==> src/rtl/kpn_pkg.sv <==
// Shared types for the KPN channel write arbiter: default token width,
// arbiter state encoding and the token type.
package kpn_pkg;

  localparam int unsigned BITS_NUMBER_DEF = 16;

  typedef enum logic {
    IDLE = 1'b0,
    OWN  = 1'b1
  } arb_state_e;

  typedef logic [BITS_NUMBER_DEF-1:0] token_t;

endpackage

==> src/rtl/kpn_rr_pick.sv <==
// Combinational round-robin picker: first set bit of req_i at or after
// start_i, wrapping modulo N.
module kpn_rr_pick
  import kpn_pkg::*;
#(
  parameter int unsigned N  = 4,
  parameter int unsigned IW = 2
) (
  input  logic [N-1:0]  req_i,
  input  logic [IW-1:0] start_i,
  output logic [N-1:0]  pick_o,
  output logic [IW-1:0] idx_o,
  output logic          valid_o
);

  always_comb begin
    int unsigned cand;
    cand    = 0;
    pick_o  = '0;
    idx_o   = '0;
    valid_o = 1'b0;
    for (int unsigned k = 0; k < N; k++) begin
      cand = (32'(start_i) + k) % N;
      if (!valid_o && req_i[IW'(cand)]) begin
        valid_o            = 1'b1;
        idx_o              = IW'(cand);
        pick_o[IW'(cand)]  = 1'b1;
      end
    end
  end

endmodule

==> src/rtl/kpn_queue_write_arbiter.sv <==
// Round-robin burst write arbiter sharing one KPN channel FIFO among producers.
// Optional KPN_ARB_STALL_CNT_EN adds a saturating 16-bit stall counter output.
module kpn_queue_write_arbiter
  import kpn_pkg::*;
#(
  parameter int unsigned BITS_NUMBER   = BITS_NUMBER_DEF,
  parameter int unsigned NUM_PRODUCERS = 4,
  parameter int unsigned MAX_BURST     = 4
) (
  input  logic                                   clk,
  input  logic                                   reset,
  input  logic [NUM_PRODUCERS-1:0]               req,
  input  logic [NUM_PRODUCERS*BITS_NUMBER-1:0]   data_in,
  input  logic                                   full,
  input  logic                                   almost_full,
  output logic [NUM_PRODUCERS-1:0]               gnt,
  output logic                                   wr,
  output logic [BITS_NUMBER-1:0]                 data_out,
  output logic [$clog2(NUM_PRODUCERS)-1:0]       owner
`ifdef KPN_ARB_STALL_CNT_EN
  ,
  output logic [15:0]                            stall_cnt
`endif
);

  localparam int unsigned OW = $clog2(NUM_PRODUCERS);
  localparam int unsigned BW = $clog2(MAX_BURST + 1);
  localparam logic [OW-1:0] LAST_IDX = OW'(NUM_PRODUCERS - 1);
  localparam logic [BW-1:0] BURST_MAX = BW'(MAX_BURST);
  localparam arb_state_e BURST_STATE = (MAX_BURST > 1) ? OWN : IDLE;

  arb_state_e               state_q, state_d;
  logic [OW-1:0]            owner_q, owner_d;
  logic [BW-1:0]            burst_q, burst_d;
  logic                     wr_q;
  logic [BITS_NUMBER-1:0]   data_q;

  logic                     can_accept_c;
  logic                     arbitrate_c;
  logic                     accept_c;
  logic [OW-1:0]            sel_c;
  logic [OW-1:0]            start_c;
  logic [NUM_PRODUCERS-1:0] pick_vec;
  logic [OW-1:0]            pick_idx;
  logic                     pick_valid;
  logic [BITS_NUMBER-1:0]   tok_c [NUM_PRODUCERS];

  for (genvar i = 0; i < NUM_PRODUCERS; i++) begin : g_tok
    assign tok_c[i] = data_in[i*BITS_NUMBER +: BITS_NUMBER];
  end

  // A write already in flight consumes the last free slot.
  assign can_accept_c = !full && !(wr_q && almost_full);
  assign start_c      = (owner_q == LAST_IDX) ? '0 : OW'(owner_q + OW'(1));

  kpn_rr_pick #(
    .N  (NUM_PRODUCERS),
    .IW (OW)
  ) u_pick (
    .req_i   (req),
    .start_i (start_c),
    .pick_o  (pick_vec),
    .idx_o   (pick_idx),
    .valid_o (pick_valid)
  );

  // Release (owner idle or burst spent) re-arbitrates in the same cycle.
  assign arbitrate_c = (state_q == IDLE) ||
                       !(req[owner_q] && (burst_q < BURST_MAX));

  always_comb begin
    state_d  = state_q;
    owner_d  = owner_q;
    burst_d  = burst_q;
    gnt      = '0;
    accept_c = 1'b0;
    sel_c    = owner_q;
    if (!reset) begin
      if (arbitrate_c) begin
        if (pick_valid && can_accept_c) begin
          gnt      = pick_vec;
          accept_c = 1'b1;
          sel_c    = pick_idx;
          owner_d  = pick_idx;
          burst_d  = BW'(1);
          state_d  = BURST_STATE;
        end else begin
          state_d  = IDLE;
        end
      end else if (can_accept_c) begin
        gnt[owner_q] = 1'b1;
        accept_c     = 1'b1;
        burst_d      = BW'(burst_q + BW'(1));
      end
    end
  end

  always_ff @(posedge clk) begin
    if (reset) begin
      state_q <= IDLE;
      owner_q <= LAST_IDX;
      burst_q <= '0;
      wr_q    <= 1'b0;
      data_q  <= '0;
    end else begin
      state_q <= state_d;
      owner_q <= owner_d;
      burst_q <= burst_d;
      wr_q    <= accept_c;
      if (accept_c) begin
        data_q <= tok_c[sel_c];
      end
    end
  end

  assign wr       = wr_q;
  assign data_out = data_q;
  assign owner    = owner_q;

`ifdef KPN_ARB_STALL_CNT_EN
  logic [15:0] stall_q;

  always_ff @(posedge clk) begin
    if (reset) begin
      stall_q <= '0;
    end else if (|req && !can_accept_c && (stall_q != 16'hFFFF)) begin
      stall_q <= stall_q + 16'd1;
    end
  end

  assign stall_cnt = stall_q;
`endif

endmodule

==> config.mk <==
export PLATFORM = sky130hd
export DESIGN_NAME = kpn_queue_write_arbiter
export DESIGN_NICKNAME = d
export VERILOG_FILES = /design/src/rtl/kpn_pkg.sv /design/src/rtl/kpn_rr_pick.sv /design/src/rtl/kpn_queue_write_arbiter.sv
export SDC_FILE = /design/constraint.sdc
export NUM_CORES = 1
export LEC_CHECK = 0
export CORE_MARGIN = 4
export CORE_UTILIZATION = 45
export CTS_CLUSTER_DIAMETER = 120
export CTS_CLUSTER_SIZE = 10
export DETAILED_ROUTE_END_ITERATION = 10
export PLACE_DENSITY = 0.92
export SYNTH_ARGS = -nofsm -noshare
export SYNTH_HDL_FRONTEND = slang
export SYNTH_SLANG_ARGS = --single-unit
==> constraint.sdc <==
create_clock -name clk -period 5.15 [get_ports clk]
set_input_delay 0.515 -clock clk [delete_from_list [all_inputs] [get_ports clk]]
set_output_delay 0.515 -clock clk [all_outputs]
set_load 0.01 [all_outputs]
==> flow_summary.toml <==
[power_and_ir_drop]
post-layout-total-power_mw = 0.943
peakVddDrop_v = 0.000151
power.static_leakage_nw = 1.20
power-per-cell-area_nw_per_um2 = 321

[synthesis]
synth-main-ff-cell = "sky130_fd_sc_hd__dfxtp_1"
synthTopCellsByArea = "sky130_fd_sc_hd__dfxtp_1 (23%), sky130_fd_sc_hd__mux2i_1 (18%), sky130_fd_sc_hd__o221ai_2 (7.6%)"
synth_top_cell_by_area = "sky130_fd_sc_hd__dfxtp_1"
synthesis.instances = 210
yosysMostFrequentCell = "sky130_fd_sc_hd__mux2i_1"
syn-num-nets = 291
netlist_area_um2 = 1980
ys_seq_area_share_pct = 23.3
synth-warning-count = 0
synth-edff-count = 0
synthDistinctLibCells = 45
synth_area_per_cell_um2 = 9.41
async_s_r_ff_share_synth_pct = 0
synth_top_area_share_pct = 23.3
synth_commonest_cells = "sky130_fd_sc_hd__mux2i_1 (36), sky130_fd_sc_hd__nand2_1 (25), sky130_fd_sc_hd__dfxtp_1 (23)"
ys_seq_elements = 23

[clock_tree]
cts_buffers = 3
h-tree-depth = 1
cts_post_setup_buffers_inserted = 0
cts-root-to-sink-buffers = 2
clkSinkCount = 23
cts_tree = "built"
cts-resized-gates = 0
post_cts_hold_buffer_count = 0
clock_latency_ns = 0.27
root_buffer = "sky130_fd_sc_hd__clkbuf_8"
clk_pin_slew_ns = 0.08

[drt]
drt_iter0_drc = 152
antenna_violating_nets_post_route = 0
detailedRoute.firstPassIterationCount = 6
avgViaCountPerCell = 5.76
detail_route.wl_per_cell_um = 17.3
via_count = 2015
drt_wl_total_um = 6050
post-route-drc-count = 0

[grt]
grt_overflow = 0
grt_first_pass_wirelength_um = 9340
antenna_found_initial = 0
grt_max_degree = 22
grt.total_usage_pct = 21.7
first_global_vias = 1975

[critical_path]
worst_r2r_endpoint = "data_out[9]$_SDFFE_PP0P_"
endpoint = "gnt[3]"
worst_path_max_delay_cell = "sky130_fd_sc_hd__dfxtp_1"
ff2ff_path_depth = 10
crit_family = "simple AND/OR/NAND/NOR gates"
top_fanout_value_on_the_critical_path = 16
timing_worst_setup_path_type = "flop to primary output"
timing.critical_path.arrival_ns = 3.73
critical-path-max-stage-delay_ns = 0.68
critical_path_cell_count = 8
worstSetupEndpointType = "primary output"
worst_path_buffer_plus_inverter_count = 1
worst_flop_to_flop_path_startpoint = "owner[0]$_SDFF_PP1_"
cp_cell_sequence = "ha_1, or2_1, mux4_2, or3b_2, o221ai_1, a22oi_1, nor2_1, clkdlybuf4s50_1"
critical_path.startpoint_type = "flop"
critical_path.startpoint = "owner[0]$_SDFF_PP1_"
reg2reg_setup_slack_ns = 1.27
worstPathRequired_ns = 4.64

[sta]
timing.slew.headroom_pct = 54.4
layout_setup_ws_ns = 0.905
timing.clock.skew_ns = 0.00327
final.setup.tns_ns = 0
fmaxAchievable_mhz = 236
rsz_0062_raised_after_global_routing = "false"
final.period_utilization_pct = 82.4
final.min_clock_period_ns = 4.25
setup_viol = 0
max_slew.worst_pin.slew_ns = 0.682
final_hold_viol_count = 0
final_max_slew_viol_count = 0

[final_layout]
layout.nets = 382
ratio_of_cells_with_drive_above_1_in_the_final_layout_pct = 11.0
final_core_utilization_pct = 71.4
diodes = 0
areaGrowthSynthToFinish_pct = 48.8
finalNonFillerCells = 350
filler_cell_count = 294

[placed_design]
dpl.hpwl_um = 4740
globalplace.congestion = 0.946
place_inst = 346
dp_slack_ns = 1.21
place.port_buffers = 94

[floorplan]
die_y_um = 74.3
row_count = 23
coreArea_um2 = 4120
die_area_um2 = 5510
pin_count = 95
starting_density_pct = 48.0
die_width_um = 74.3

[outcome]
run_status = "finished clean"

[job]
cap_viol_max_count = 0

[worst_hold_path]
hp-class = "flop to flop"
-- kinds of logic (layout without fill, tap and decap cells) --
| family | Yosys count | in the layout | synth area share [%] |
|---|---|---|---|
| buffers and inverters | 21 | 111 | 7.03 |
| AO/OA/AOI/OAI | 54 | 54 | 24.5 |
| multiplexers | 39 | 39 | 21.8 |
| AND/OR/NAND/NOR | 63 | 63 | 17.2 |
| XOR/XNOR | 1 | 1 | 0.443 |
| flip-flops | 23 | 23 | 23.3 |
| adder cells (fa/ha/maj) | 9 | 9 | 5.70 |
-- through the flow --
| stage | hold slack, ns | cell area (µm²) |
|---|---|---|
| 3_3_place_gp | 0.445 | 2890 |
| 5_1_grt | 0.502 | 2940 |
| 4_1_cts | 0.477 | 2940 |
| 2_1_floorplan | 0.503 | 1980 |
| 6_report | 0.473 | 2940 |
| 3_5_place_dp | 0.448 | 2890 |
-- worst min-delay path: cells and delay by family, from the launching register on --
family             cells  cell delay (ns)
DFF                    1             0.33
AOI/OAI and AO/OA      1             0.06
and+or+nand+nor        1             0.05
-- cells in the final DEF (no fill, tap or decap), types with 3 or more instances in the layout --
| cell | synthesis | layout |
|---|---|---|
| sky130_fd_sc_hd__clkbuf_8 | 0 | 3 |
| sky130_fd_sc_hd__nand2_1 | 25 | 25 |
| sky130_fd_sc_hd__o221ai_1 | 11 | 11 |
| sky130_fd_sc_hd__inv_1 | 12 | 12 |
| sky130_fd_sc_hd__ha_1 | 9 | 9 |
| sky130_fd_sc_hd__a22oi_1 | 6 | 6 |
| sky130_fd_sc_hd__clkdlybuf4s50_1 | 0 | 94 |
| sky130_fd_sc_hd__a21oi_1 | 9 | 9 |
| sky130_fd_sc_hd__nor2_1 | 15 | 15 |
| sky130_fd_sc_hd__dfxtp_1 | 23 | 23 |
| sky130_fd_sc_hd__o21ai_0 | 4 | 4 |
| sky130_fd_sc_hd__mux2i_1 | 36 | 36 |
| sky130_fd_sc_hd__o221ai_2 | 10 | 10 |
| sky130_fd_sc_hd__nor2_2 | 4 | 4 |
-- power by group --
group | switching, mW | total [mW] | internal [mW]
Clock | 0.0599 | 0.114 | 0.0541
Combinational | 0.285 | 0.572 | 0.288
Sequential | 0.0364 | 0.257 | 0.221
Total | 0.381 | 0.943 | 0.562
-- registers in the layout (all words and copies together), names as in the netlist --
| signal | flops |
|---|---|
| burst_q | 3 |
| wr | 1 |
| data_out | 16 |
| owner | 2 |
| state_q | 1 |
-- worst min-delay path by stage --
stage	to	start	slack, ns	cells past startpoint
final	data_out[14]$_SDFFE_PP0P_	data_out[14]$_SDFFE_PP0P_	0.47	2
after global routing	data_out[0]$_SDFFE_PP0P_	data_out[0]$_SDFFE_PP0P_	0.50	2
after CTS	data_out[14]$_SDFFE_PP0P_	data_out[14]$_SDFFE_PP0P_	0.48	2
after detailed placement	data_out[0]$_SDFFE_PP0P_	data_out[0]$_SDFFE_PP0P_	0.45	2
after global placement	data_out[14]$_SDFFE_PP0P_	data_out[14]$_SDFFE_PP0P_	0.44	2
after floorplan	data_out[10]$_SDFFE_PP0P_	data_out[10]$_SDFFE_PP0P_	0.50	2
-- metal layers --
| layer | GRT usage (%) | vias up | routed length (µm) |
|---|---|---|---|
| met3 | 4.59 | 12 | 390 |
| met2 | 39.0 | 79 | 3220 |
| met1 | 26.1 | 949 | 2310 |
| met5 | 0 | - | 0 |
| li1 | - | 975 | - |
| met4 | 6.32 | 0 | 127 |
-- cell type report --
class	instances	area, µm²	share of cell area, %
multi-input cells	166	1380	46.8
repair buffers	95	948	32.3
flip-flops and latches	23	460	15.7
well taps	50	62.6	2.13
inverters	12	45.0	1.53
clock buffers	3	41.3	1.40
clock inverters	1	5.00	0.170
(Power assumes the default switching activity.)
